[src/rtl/seq_pattern_generator.sv]
// Serial pattern transmitter: sends a latched parallel pattern MSB-first,
// repeated a programmable number of times with an optional idle gap between
// repetitions. All outputs are registered; x feeds a sequence detector directly.
//
// state  | meaning
// IDLE   | waiting for start; all outputs low
// SHIFT  | driving one pattern bit per cycle
// GAP    | idle cycles between repetitions, busy still high
// DONE   | single-cycle done pulse, then back to IDLE
module seq_pattern_generator #(
  parameter int PAT_W = 4,
  parameter int CNT_W = 8,
  parameter int GAP_W = 4
) (
  input  logic             clk,
  input  logic             rst_n,
  input  logic             start,
  input  logic             abort,
  input  logic [PAT_W-1:0] pattern,
  input  logic [CNT_W-1:0] repeat_cnt,
  input  logic [GAP_W-1:0] gap_cycles,
  output logic             x,
  output logic             x_valid,
  output logic             frame_start,
  output logic             busy,
  output logic             done
);

  localparam int IDX_W = (PAT_W > 2) ? $clog2(PAT_W) : 1;
  localparam logic [IDX_W-1:0] IDX_MSB  = IDX_W'(PAT_W - 1);
  localparam logic [IDX_W-1:0] IDX_ZERO = '0;
  localparam logic [IDX_W-1:0] IDX_ONE  = IDX_W'(1);
  localparam logic [CNT_W-1:0] REP_ZERO = '0;
  localparam logic [CNT_W-1:0] REP_ONE  = CNT_W'(1);
  localparam logic [GAP_W-1:0] GAP_ZERO = '0;
  localparam logic [GAP_W-1:0] GAP_ONE  = GAP_W'(1);

  typedef enum logic [1:0] {
    S_IDLE  = 2'd0,
    S_SHIFT = 2'd1,
    S_GAP   = 2'd2,
    S_DONE  = 2'd3
  } state_t;

  state_t           state_q;
  logic [PAT_W-1:0] pat_q;
  logic [CNT_W-1:0] reps_q;
  logic [GAP_W-1:0] gap_cfg_q;
  logic [GAP_W-1:0] gap_cnt_q;
  logic [IDX_W-1:0] idx_q;
  logic             x_q;
  logic             x_valid_q;
  logic             frame_start_q;
  logic             busy_q;
  logic             done_q;

  logic [IDX_W-1:0] idx_d;

  // Index of the next bit to send while shifting within one repetition.
  always_comb begin
    idx_d = idx_q - IDX_ONE;
  end

  // Sequencer: state, shadow registers, counters and registered outputs.
  // Outputs are computed one edge ahead so they describe the state being entered.
  always_ff @(posedge clk or negedge rst_n) begin
    if (!rst_n) begin
      state_q       <= S_IDLE;
      pat_q         <= '0;
      reps_q        <= '0;
      gap_cfg_q     <= '0;
      gap_cnt_q     <= '0;
      idx_q         <= '0;
      x_q           <= 1'b0;
      x_valid_q     <= 1'b0;
      frame_start_q <= 1'b0;
      busy_q        <= 1'b0;
      done_q        <= 1'b0;
    end else begin
      case (state_q)
        S_IDLE: begin
          // abort is deliberately not examined here: start always wins in IDLE
          if (start) begin
            pat_q     <= pattern;
            reps_q    <= repeat_cnt;
            gap_cfg_q <= gap_cycles;
            if (repeat_cnt == REP_ZERO) begin
              state_q <= S_DONE;
              done_q  <= 1'b1;
            end else begin
              state_q       <= S_SHIFT;
              idx_q         <= IDX_MSB;
              x_q           <= pattern[PAT_W-1];
              x_valid_q     <= 1'b1;
              frame_start_q <= 1'b1;
              busy_q        <= 1'b1;
            end
          end
        end

        S_SHIFT: begin
          if (abort) begin
            state_q       <= S_IDLE;
            x_q           <= 1'b0;
            x_valid_q     <= 1'b0;
            frame_start_q <= 1'b0;
            busy_q        <= 1'b0;
          end else if (idx_q != IDX_ZERO) begin
            idx_q         <= idx_d;
            x_q           <= pat_q[idx_d];
            frame_start_q <= 1'b0;
          end else if (reps_q == REP_ONE) begin
            state_q       <= S_DONE;
            x_q           <= 1'b0;
            x_valid_q     <= 1'b0;
            frame_start_q <= 1'b0;
            busy_q        <= 1'b0;
            done_q        <= 1'b1;
          end else begin
            reps_q <= reps_q - REP_ONE;
            if (gap_cfg_q == GAP_ZERO) begin
              idx_q         <= IDX_MSB;
              x_q           <= pat_q[PAT_W-1];
              frame_start_q <= 1'b1;
            end else begin
              state_q       <= S_GAP;
              gap_cnt_q     <= gap_cfg_q;
              x_q           <= 1'b0;
              x_valid_q     <= 1'b0;
              frame_start_q <= 1'b0;
            end
          end
        end

        S_GAP: begin
          if (abort) begin
            state_q <= S_IDLE;
            busy_q  <= 1'b0;
          end else if (gap_cnt_q == GAP_ONE) begin
            state_q       <= S_SHIFT;
            idx_q         <= IDX_MSB;
            x_q           <= pat_q[PAT_W-1];
            x_valid_q     <= 1'b1;
            frame_start_q <= 1'b1;
          end else begin
            gap_cnt_q <= gap_cnt_q - GAP_ONE;
          end
        end

        S_DONE: begin
          // start and abort are both ignored for this one cycle
          state_q <= S_IDLE;
          done_q  <= 1'b0;
        end

        default: begin
          state_q       <= S_IDLE;
          x_q           <= 1'b0;
          x_valid_q     <= 1'b0;
          frame_start_q <= 1'b0;
          busy_q        <= 1'b0;
          done_q        <= 1'b0;
        end
      endcase
    end
  end

  assign x           = x_q;
  assign x_valid     = x_valid_q;
  assign frame_start = frame_start_q;
  assign busy        = busy_q;
  assign done        = done_q;

endmodule

[config.mk]
export PLATFORM = sky130hd
export DESIGN_NAME = seq_pattern_generator
export DESIGN_NICKNAME = d
export VERILOG_FILES = /design/src/rtl/seq_pattern_generator.sv
export SDC_FILE = /design/constraint.sdc
export NUM_CORES = 1
export LEC_CHECK = 0
export BUFFER_PORTS_ARGS = -buffer_cell sky130_fd_sc_hd__clkbuf_2
export CAP_MARGIN = 10
export CORE_MARGIN = 10
export CORE_UTILIZATION = 60
export CTS_BUF_LIST = sky130_fd_sc_hd__clkbuf_8
export DETAILED_ROUTE_END_ITERATION = 16
export PLACE_DENSITY = 0.86
export SLEW_MARGIN = 0
export SYNTH_ARGS = -nofsm -noshare
export SYNTH_HDL_FRONTEND = slang
export SYNTH_SLANG_ARGS = --single-unit
[constraint.sdc]
create_clock -name clk -period 2.7 [get_ports clk]
set_input_delay 0.54 -clock clk [delete_from_list [all_inputs] [get_ports clk]]
set_output_delay 0.54 -clock clk [all_outputs]
set_load 0.01 [all_outputs]
==> results of run 1 <==
==> state kept, by name (all words and copies together), names as in the netlist <==
register     cells
x                1
idx_q            2
done             1
x_valid          1
gap_cnt_q        4
state_q          2
reps_q           8
pat_q            4
busy             1
gap_cfg_q        4
frame_start      1
==> cell type report <==
| cell class | count | area (µm²) | share of cell area |
|---|---|---|---|
| multi-input cells | 158 | 1104 | 0.4975 |
| flip-flops and latches | 29 | 725.7 | 0.3271 |
| repair buffers | 28 | 150.1 | 0.06768 |
| clock buffers | 6 | 82.58 | 0.03723 |
| inverters | 18 | 67.56 | 0.03046 |
| well taps | 44 | 55.05 | 0.02482 |
| clock inverters | 2 | 33.78 | 0.01523 |
==> Yosys cell counts (all sizes together) <==
cell type / count
o21a: 1
a21o: 1
nor4: 4
nand2: 14
nand2b: 4
mux2i: 7
dfrtp: 29
clkbuf: 5
a32o: 2
a2111o: 1
a221o: 1
inv: 18
mux4: 1
o221ai: 2
nand3: 4
and2b: 1
nor3b: 3
buf: 2
a211o: 1
a21oi: 9
a31oi: 4
or3b: 2
and2: 3
o21ai: 13
a41oi: 1
nor3: 4
nor2b: 6
or3: 3
a311oi: 3
a221oi: 3
a211oi: 3
and3: 2
ha: 12
o311ai: 2
a31o: 2
mux2: 9
nor2: 25
o31ai: 2
o22a: 1
o211ai: 1
or4: 1
==> routing by layer <==
| metal | wire (µm) | track usage | part of all wire | vias to the layer above |
|---|---|---|---|---|
| met5 | 0 | 0 | 0 | - |
| met3 | 265 | 0.05594 | 0.059 | 10 |
| met1 | 1914 | 0.1860 | 0.43 | 792 |
| met2 | 2238 | 0.2622 | 0.50 | 57 |
| met4 | 80 | 0.05762 | 0.018 | 0 |
| li1 | - | - | - | 827 |
==> report_power, final <==
part / total [mW] / switching [mW] / leakage (nW) / internal, mW
sequential: 0.849 / 0.201 / 0.341 / 0.648
combinational: 1.24 / 0.670 / 0.623 / 0.569
clock: 0.464 / 0.168 / 0.0626 / 0.297
==> cells by family after synthesis <==
kind of cell / Yosys count
AOI/OAI and AO/OA: 53
adders and majority gates: 12
buffers and inverters: 25
DFF: 29
muxes: 17
and+or+nand+nor: 76
==> critical path, stage by stage (launching register included) <==
cell,delay [ns]
sky130_fd_sc_hd__dfrtp_1,0.43
sky130_fd_sc_hd__inv_1,0.13
sky130_fd_sc_hd__ha_1,0.27
sky130_fd_sc_hd__nor3b_1,0.20
sky130_fd_sc_hd__a311oi_1,0.31
sky130_fd_sc_hd__or3b_2,0.50
sky130_fd_sc_hd__o21ai_0,0.14
sky130_fd_sc_hd__o21ai_0,0.10
==> per-stage QoR <==
step | cells | hold slack [ns]
floorplan | 212 | 0.2444
global placement | 277 | 0.4748
detailed placement | 277 | 0.4871
CTS | 285 | 0.3184
global route | 285 | 0.3248
finish | 285 | 0.2979
==> final timing paths <==
path | slack (ns) | depth (start not counted) | start | endpoint
min in group clk | 0.48 | 2 | gap_cycles[1] | gap_cfg_q[1]
min reg2reg | 0.50 | 1 | pat_q[0] | pat_q[0]
max in group asynchronous | 1.94 | 1 | rst_n | idx_q[1]
min | 0.30 | 1 | rst_n | reps_q[0]
max reg2reg | 0.51 | 7 | state_q[1] | x_valid
max | 0.51 | 7 | state_q[1] | x_valid
==> results list, run 1 <==
- The flow ran to the end, and the final reports show no timing, DRC or antenna violations.
- Of the available clock period, the critical path in the final layout requires 0.8103.
* CP Launch Type: flip-flop
* Die width: around 77 µm
- Count of clock tree sinks: 29
* Adder and majority cell fraction of the synthesized area: 0.07772
- In this run the vertical extent of the chip is 76.74 µm.
- Placement-stage cell area: approximately 0.0021 mm²
- The share of the Yosys chip area taken by registers is 0.3756.
- Initial antenna violation count: 0
- Buffers inserted during clock tree synthesis total 5.
- Layout Skew: roughly 0.0037 ns
- First-pass GRT wire length: between 7000 and 8000 µm
* Standard-cell rows: 20
- STA classifies the critical path endpoint as a flip-flop.
- The die covers 0.005889 mm².
* Area share of xor/xnor cells in the synthesized design: 0
* Number of fillers in the final layout: 241
- After layout, the worst setup slack is 0.5122 ns.
- Fraction of synthesized area in multiplexers: 0.1004
- In this run the tightest slew margin relative to its limit is 0.5184.
- Timing analysis after detailed placement gives a worst setup slack of around 0.53 ns.
- Setup repair after global routing left no endpoint under its margin.
- The max-slew violation total from the final report is 0.
* Largest net degree at the start of global routing: 30
* Cell types with the largest area share after synthesis: sky130_fd_sc_hd__dfrtp_1 (38%), sky130_fd_sc_hd__ha_1 (7.8%), sky130_fd_sc_hd__mux2_2 (5.2%), sky130_fd_sc_hd__nor2_1 (4.9%), sky130_fd_sc_hd__mux2i_1 (3.6%)
- After routing the design area is 0.002218 mm².
- STA puts the critical path data required time at about 2.9 ns.
- Buffer cell driving the clock tree root: sky130_fd_sc_hd__clkbuf_8
- Flip-flop and latch count after synthesis: 29
- The min-delay analysis places its worst path in the category input port to async pin.
- Final worst path period need: approximately 2.2 ns
- Once the clock tree was built, the resizer swapped 0 gates to a different size.
- Clock latency on the worst-skew pair, taken at its later pin, is between 0.2 and 0.3 ns.
* Final setup violation count: 0
- sky130_fd_sc_hd__dfrtp_1 takes more of the synthesized area than any other cell.
* Net count after synthesis: approximately 240
* Worst Path Max Fanout: 6
- After detailed routing, the number of remaining DRC violations is 0.
* Drt total wl: 4499 µm
- After the first detailed-routing iteration, the DRC count stood at around 140.
- In the final timing run, aggregate negative setup slack is 0 ns.
- The share of synthesized area in the top cell type comes to 0.3756.
* Post-synthesis instance area: around 0.0019 mm²
- For the pin with the worst max-slew slack, the measured transition is ~0.72 ns.
- Average wire per cell in the routed design: about 16 µm
- Hold buffers post-CTS: 0
* Mean instance size in the synthesized netlist: ~9.1 µm²
- Global routing finished with a remaining overflow of 0.
- Compared with the post-synthesis result, the final layout area differs by 14.83%.
- IO buf count: 24
- Most common library cell in the layout ignoring fill and taps: sky130_fd_sc_hd__dfrtp_1
* Most frequent cells in the layout: sky130_fd_sc_hd__dfrtp_1 (29), sky130_fd_sc_hd__nor2_1 (25), sky130_fd_sc_hd__clkbuf_2 (24)
- Power per cell area: between 1000 and 1500 mW/mm²
- Via count: 1686
* Arr. time, crit path: roughly 2.4 ns
- Leakage power: a little over 1 nW
* Achievable clock frequency: 457.1 MHz
- The initial utilization of the core area, before any placement, comes to 0.6276.
* Final cell utilization of the core: 0.7207
* Compound-cell area share of the yosys netlist: 0.1949
- The clock passes through at most 2 buffers.
* Share of cells above drive strength 1: 0.2199
- Ratio of routed vias to standard cells: 5.916
* Ports: 25
- Syn Inst Count: about 210
- The tool flagged a number of max-cap violations equal to 0.
* Clock-pin slew on the worst setup and hold paths: approximately 0.060 ns
- After synthesis, the largest family of logic cells by area is simple AND/OR/NAND/NOR gates.
* Maximum VDD drop: about 0.83 mV
- Via count of the first global-routing pass: between 1.5k and 2k
- Total half-perimeter wirelength after legalization and detailed placement: about 3400 µm
- In this run the post-CTS setup repair buffer count came out at 0.
- Design Power: 2.552 mW
- Simple-gate share of the synthesized area: 0.1982
- The first detailed-routing pass ran for 4 iterations.
* H-tree lvl count: 2
- Type of the worst setup path: flip-flop to flip-flop
* Final antenna-violating net count: 0
* Net count of the finished layout: 272
- Core area: 0.003078 mm²
- Tot GR Track Use: 0.1593
- Counting distinct cell types in the post-synthesis netlist gives 46.
* Number of synthesis warnings: 0
- The repair_antennas step left the layout with diodes totalling 0.
- Number of hold violations in the final report: 0
- At the end of routability-driven placement, the weighted congestion stood at between 0.8 and 0.9.
- TritonCTS built the clock tree.
Power figures use the tool's default switching activity.
==> run 2, diff against run 1 <==
- ABC_AREA: not set -> 1
- clock period: 2.7 -> 2.25 ns (I/O delays scaled with it)
==> results list, run 2 <==
* Result of the run: completed
* Latest clock arrival within the worst-skew pair: around 0.28 ns
- The register with the most flip-flops in the layout has 8 of them.
- Total die area: between 0.005 and 0.006 mm²
- Distinct cell type count of the synthesized netlist: 28
- Area Overhead vs Synth: 13.07%
- Total half-perimeter wirelength after legalization and detailed placement: 3378 µm
* Average wire per cell in the routed design: 12.47 µm
- The min-delay analysis places its worst path in the category input port to async pin.
* Most common library cell in the layout ignoring fill and taps: sky130_fd_sc_hd__nand2_1
* Inserted Clock Buffers: 5
* Cell types with the largest area share after synthesis: sky130_fd_sc_hd__dfrtp_1 (38%), sky130_fd_sc_hd__nand2_1 (15%), sky130_fd_sc_hd__ha_1 (7.8%), sky130_fd_sc_hd__inv_1 (5.7%), sky130_fd_sc_hd__nor2_1 (5.7%)
* Antenna cell count: 0
- From bottom edge to top edge, the die measures 76.63 µm.
- Initial antenna violation count: 0
* CP Capture Type: flip-flop
* Post-synthesis instance area: between 0.0015 and 0.002 mm²
- Data required time at the worst endpoint: about 2.4 ns
- Final GP Congestion: 0.9422
* Max_cap viols: 0
* Layout Skew: ~0.0032 ns
- Clock power share: 0.121
- The floorplan step set the die width to between 70 and 80 µm.
* Share of cells above drive strength 1: 0.1735
- Syn Inst Count: 266
* Detailed-route DRC error count: 0
- Achievable clock frequency: roughly 500 MHz
- Most frequent cells in the layout: sky130_fd_sc_hd__nand2_1 (76), sky130_fd_sc_hd__inv_1 (30), sky130_fd_sc_hd__nor2_1 (29), sky130_fd_sc_hd__dfrtp_1 (29), sky130_fd_sc_hd__clkbuf_2 (24)
- Start point of the critical path: state_q[1]
* CTS tree: done
- Cell internal power was estimated by the tool at between 1.5 and 2 mW.
- Period utilization: 0.8708
- Iter 0 DRT Violations: about 140
- Reg-to-reg critical path endpoint: gap_cnt_q[0]
* IO buf count: 24
- Drt total wl: around 4200 µm
* Final worst path period need: between 1.5 and 2 ns
- The synthesized design contains 29 register bits.
* Hold buffers post-CTS: 0
* Max Buffers Root-to-Sink: 2
- Mean instance size in the synthesized netlist: ~7.2 µm²
- The via count of the first global-routing pass was ~1.8k.
* Library cell with the highest instance count after synthesis: sky130_fd_sc_hd__nand2_1
- Leakage power: about 1.1 nW
* CP Launch Type: flip-flop
* Standard-cell rows: 20
- Power comes to 3.446 mW.
- The max-slew violation total from the final report came to 0.
* H-tree lvl count: 2
- The filler cells instantiated in the layout total around 260.
- Leading area contributor after synthesis: sky130_fd_sc_hd__dfrtp_1
- Via count: approximately 1.8k
- Register with the most flip-flops: reps_q
- The most critical setup path has its endpoint at gap_cnt_q[0].
* Internal reg-to-reg setup slack: ~0.29 ns
- Reg-to-reg startpoint: state_q[1]
- Yosys printed 0 warnings.
* Combined area of the multi-input logic cells: 0.001054 mm²
- Final antenna-violating net count: 0
- Summed over all layers, the global routing overflow is 0.
- Final setup violation count: 0
- First-pass iteration count of the detailed router: 4
* Tot GR Track Use: 0.1504
* Ports: 25
* First-pass GRT wire length: 7445 µm
- Dividing total power by cell area gives a power density of ~1600 mW/mm².
* Number of hold violations in the final report: 0
- The critical path is of the flip-flop to flip-flop type.
- Flop pwr share: 0.293
- Setup total negative slack: 0 ns
* Largest net degree at the start of global routing: 30
- Dividing the detail-routed via count by the number of cells gives 5.251.
* Clock-pin slew on the worst setup and hold paths: around 0.06 ns
- Setup repair after global routing missed its margin: false
- Hold Worst Slack: between 0.15 and 0.2 ns
* Buffer cell driving the clock tree root: sky130_fd_sc_hd__clkbuf_8
* Leading register cell type out of synthesis: sky130_fd_sc_hd__dfrtp_1
* Rel. slew slack: 0.5358
- Maximum VDD drop: 0.9257 mV
* Arr. time, crit path: ~2.1 ns
- Worst Path Max Fanout: 10
* Area share of the leading cell type in the synthesized netlist: 0.3771
- Final cell utilization of the core: 0.7127
- After synthesis, the most frequently instantiated cells are sky130_fd_sc_hd__nand2_1 (76), sky130_fd_sc_hd__dfrtp_1 (29), sky130_fd_sc_hd__inv_1 (29), sky130_fd_sc_hd__nor2_1 (29), sky130_fd_sc_hd__o21ai_0 (20).
- Of the synthesized area, sequential elements account for 0.3771.
- Across the whole layout, storage elements account for 725.7 µm².
- For this design the total switching power over the nets is ~1.6 mW.
- Core area: 0.003053 mm²
* Net count after synthesis: a little under 300
* Relative contribution of combinational cells to total power: 0.586
* Net count of the finished layout: approximately 330
- EDFF count, synth: 0
* Worst reg-to-reg path cell count: 8
- Worst Max-Slew Pin Slew: 0.6964 ns
- Share of flip-flops with an asynchronous set or reset after synthesis: 1.000
- Switching part of the total: 0.4757
* Count of clock tree sinks: 29
- The initial utilization of the core area, before any placement, comes to 0.6303.
## run 2: cell types whose count changed in the layout (fill, tap and decap cells not counted), moves of 5 or more
cell	change
sky130_fd_sc_hd__inv_1	+11
sky130_fd_sc_hd__nor2b_1	-6
sky130_fd_sc_hd__o21ai_0	+7
sky130_fd_sc_hd__mux2i_1	-6
sky130_fd_sc_hd__nand3_1	+14
sky130_fd_sc_hd__nand2_1	+62
sky130_fd_sc_hd__mux2_2	-5
## run 2: metrics by stage
step	instances	worst slack, ns	instance area [µm²]
6_report	338	0.2906	2176
2_1_floorplan	266	0.6855	1924
3_3_place_gp	331	0.2603	2085
3_5_place_dp	331	0.1587	2085
4_1_cts	338	0.1383	2171
5_1_grt	338	0.1215	2176
## run 2: worst min path at each step
stage / from / end / slack [ns] / depth (start not counted)
6_report: rst_n / x_valid / 0.20 / 1
3_5_place_dp: x_valid / x_valid / 0.46 / 2
4_1_cts: rst_n / x_valid / 0.23 / 1
3_3_place_gp: x_valid / x_valid / 0.46 / 2
5_1_grt: rst_n / x_valid / 0.24 / 1
2_1_floorplan: rst_n / busy / 0.15 / 0
## run 2: power by group through the flow
stage,clock network [mW],logic (mW),registers [mW]
after floorplan,0,1.58,0.982
after global placement,0,1.92,0.998
after detailed placement,0,2.00,1.01
after CTS,0.423,2.01,1.01
after global routing,0.449,2.36,1.05
final,0.417,2.02,1.01
## run 2: final cells by class
class | count | area share
clock buffers | 6 | 0.03795
inverters | 32 | 0.05520
clock inverters | 1 | 0.001725
well taps | 44 | 0.02530
multi-input cells | 200 | 0.4842
flip-flops and latches | 29 | 0.3335
repair buffers | 26 | 0.06210
## run 2: layer usage
metal	wire, µm	global-route usage
met1	1814	0.1709
met2	2059	0.2534
met3	263	0.05660
met4	76	0.04833
met5	0	0
## run 2: cell families (layout without fill, tap and decap cells)
logic type	Yosys count	after routing	share of synthesized area
multiplexers	5	5	0.02861
flip-flops	29	29	0.3771
buffers and inverters	37	65	0.07802
adder cells (fa/ha/maj)	12	12	0.07802
XOR/XNOR	4	4	0.01821
AO/OA/AOI/OAI	40	40	0.1157
AND/OR/NAND/NOR	139	139	0.3043
## run 2: critical path, stage by stage, from the launching register on
cell and delay (ns):
sky130_fd_sc_hd__dfrtp_1 0.44, sky130_fd_sc_hd__inv_1 0.13, sky130_fd_sc_hd__ha_1 0.37, sky130_fd_sc_hd__buf_4 0.22
sky130_fd_sc_hd__nand2_1 0.05, sky130_fd_sc_hd__a21oi_1 0.15, sky130_fd_sc_hd__nand3b_1 0.24, sky130_fd_sc_hd__nand2_1 0.12
sky130_fd_sc_hd__o21ai_0 0.10
## run 2: repair_timing
action	CTS	global route
setup endpoints to repair	0	3
setup buffers	0	0
endpoints found under the hold margin	0	0
gates resized for setup	0	1
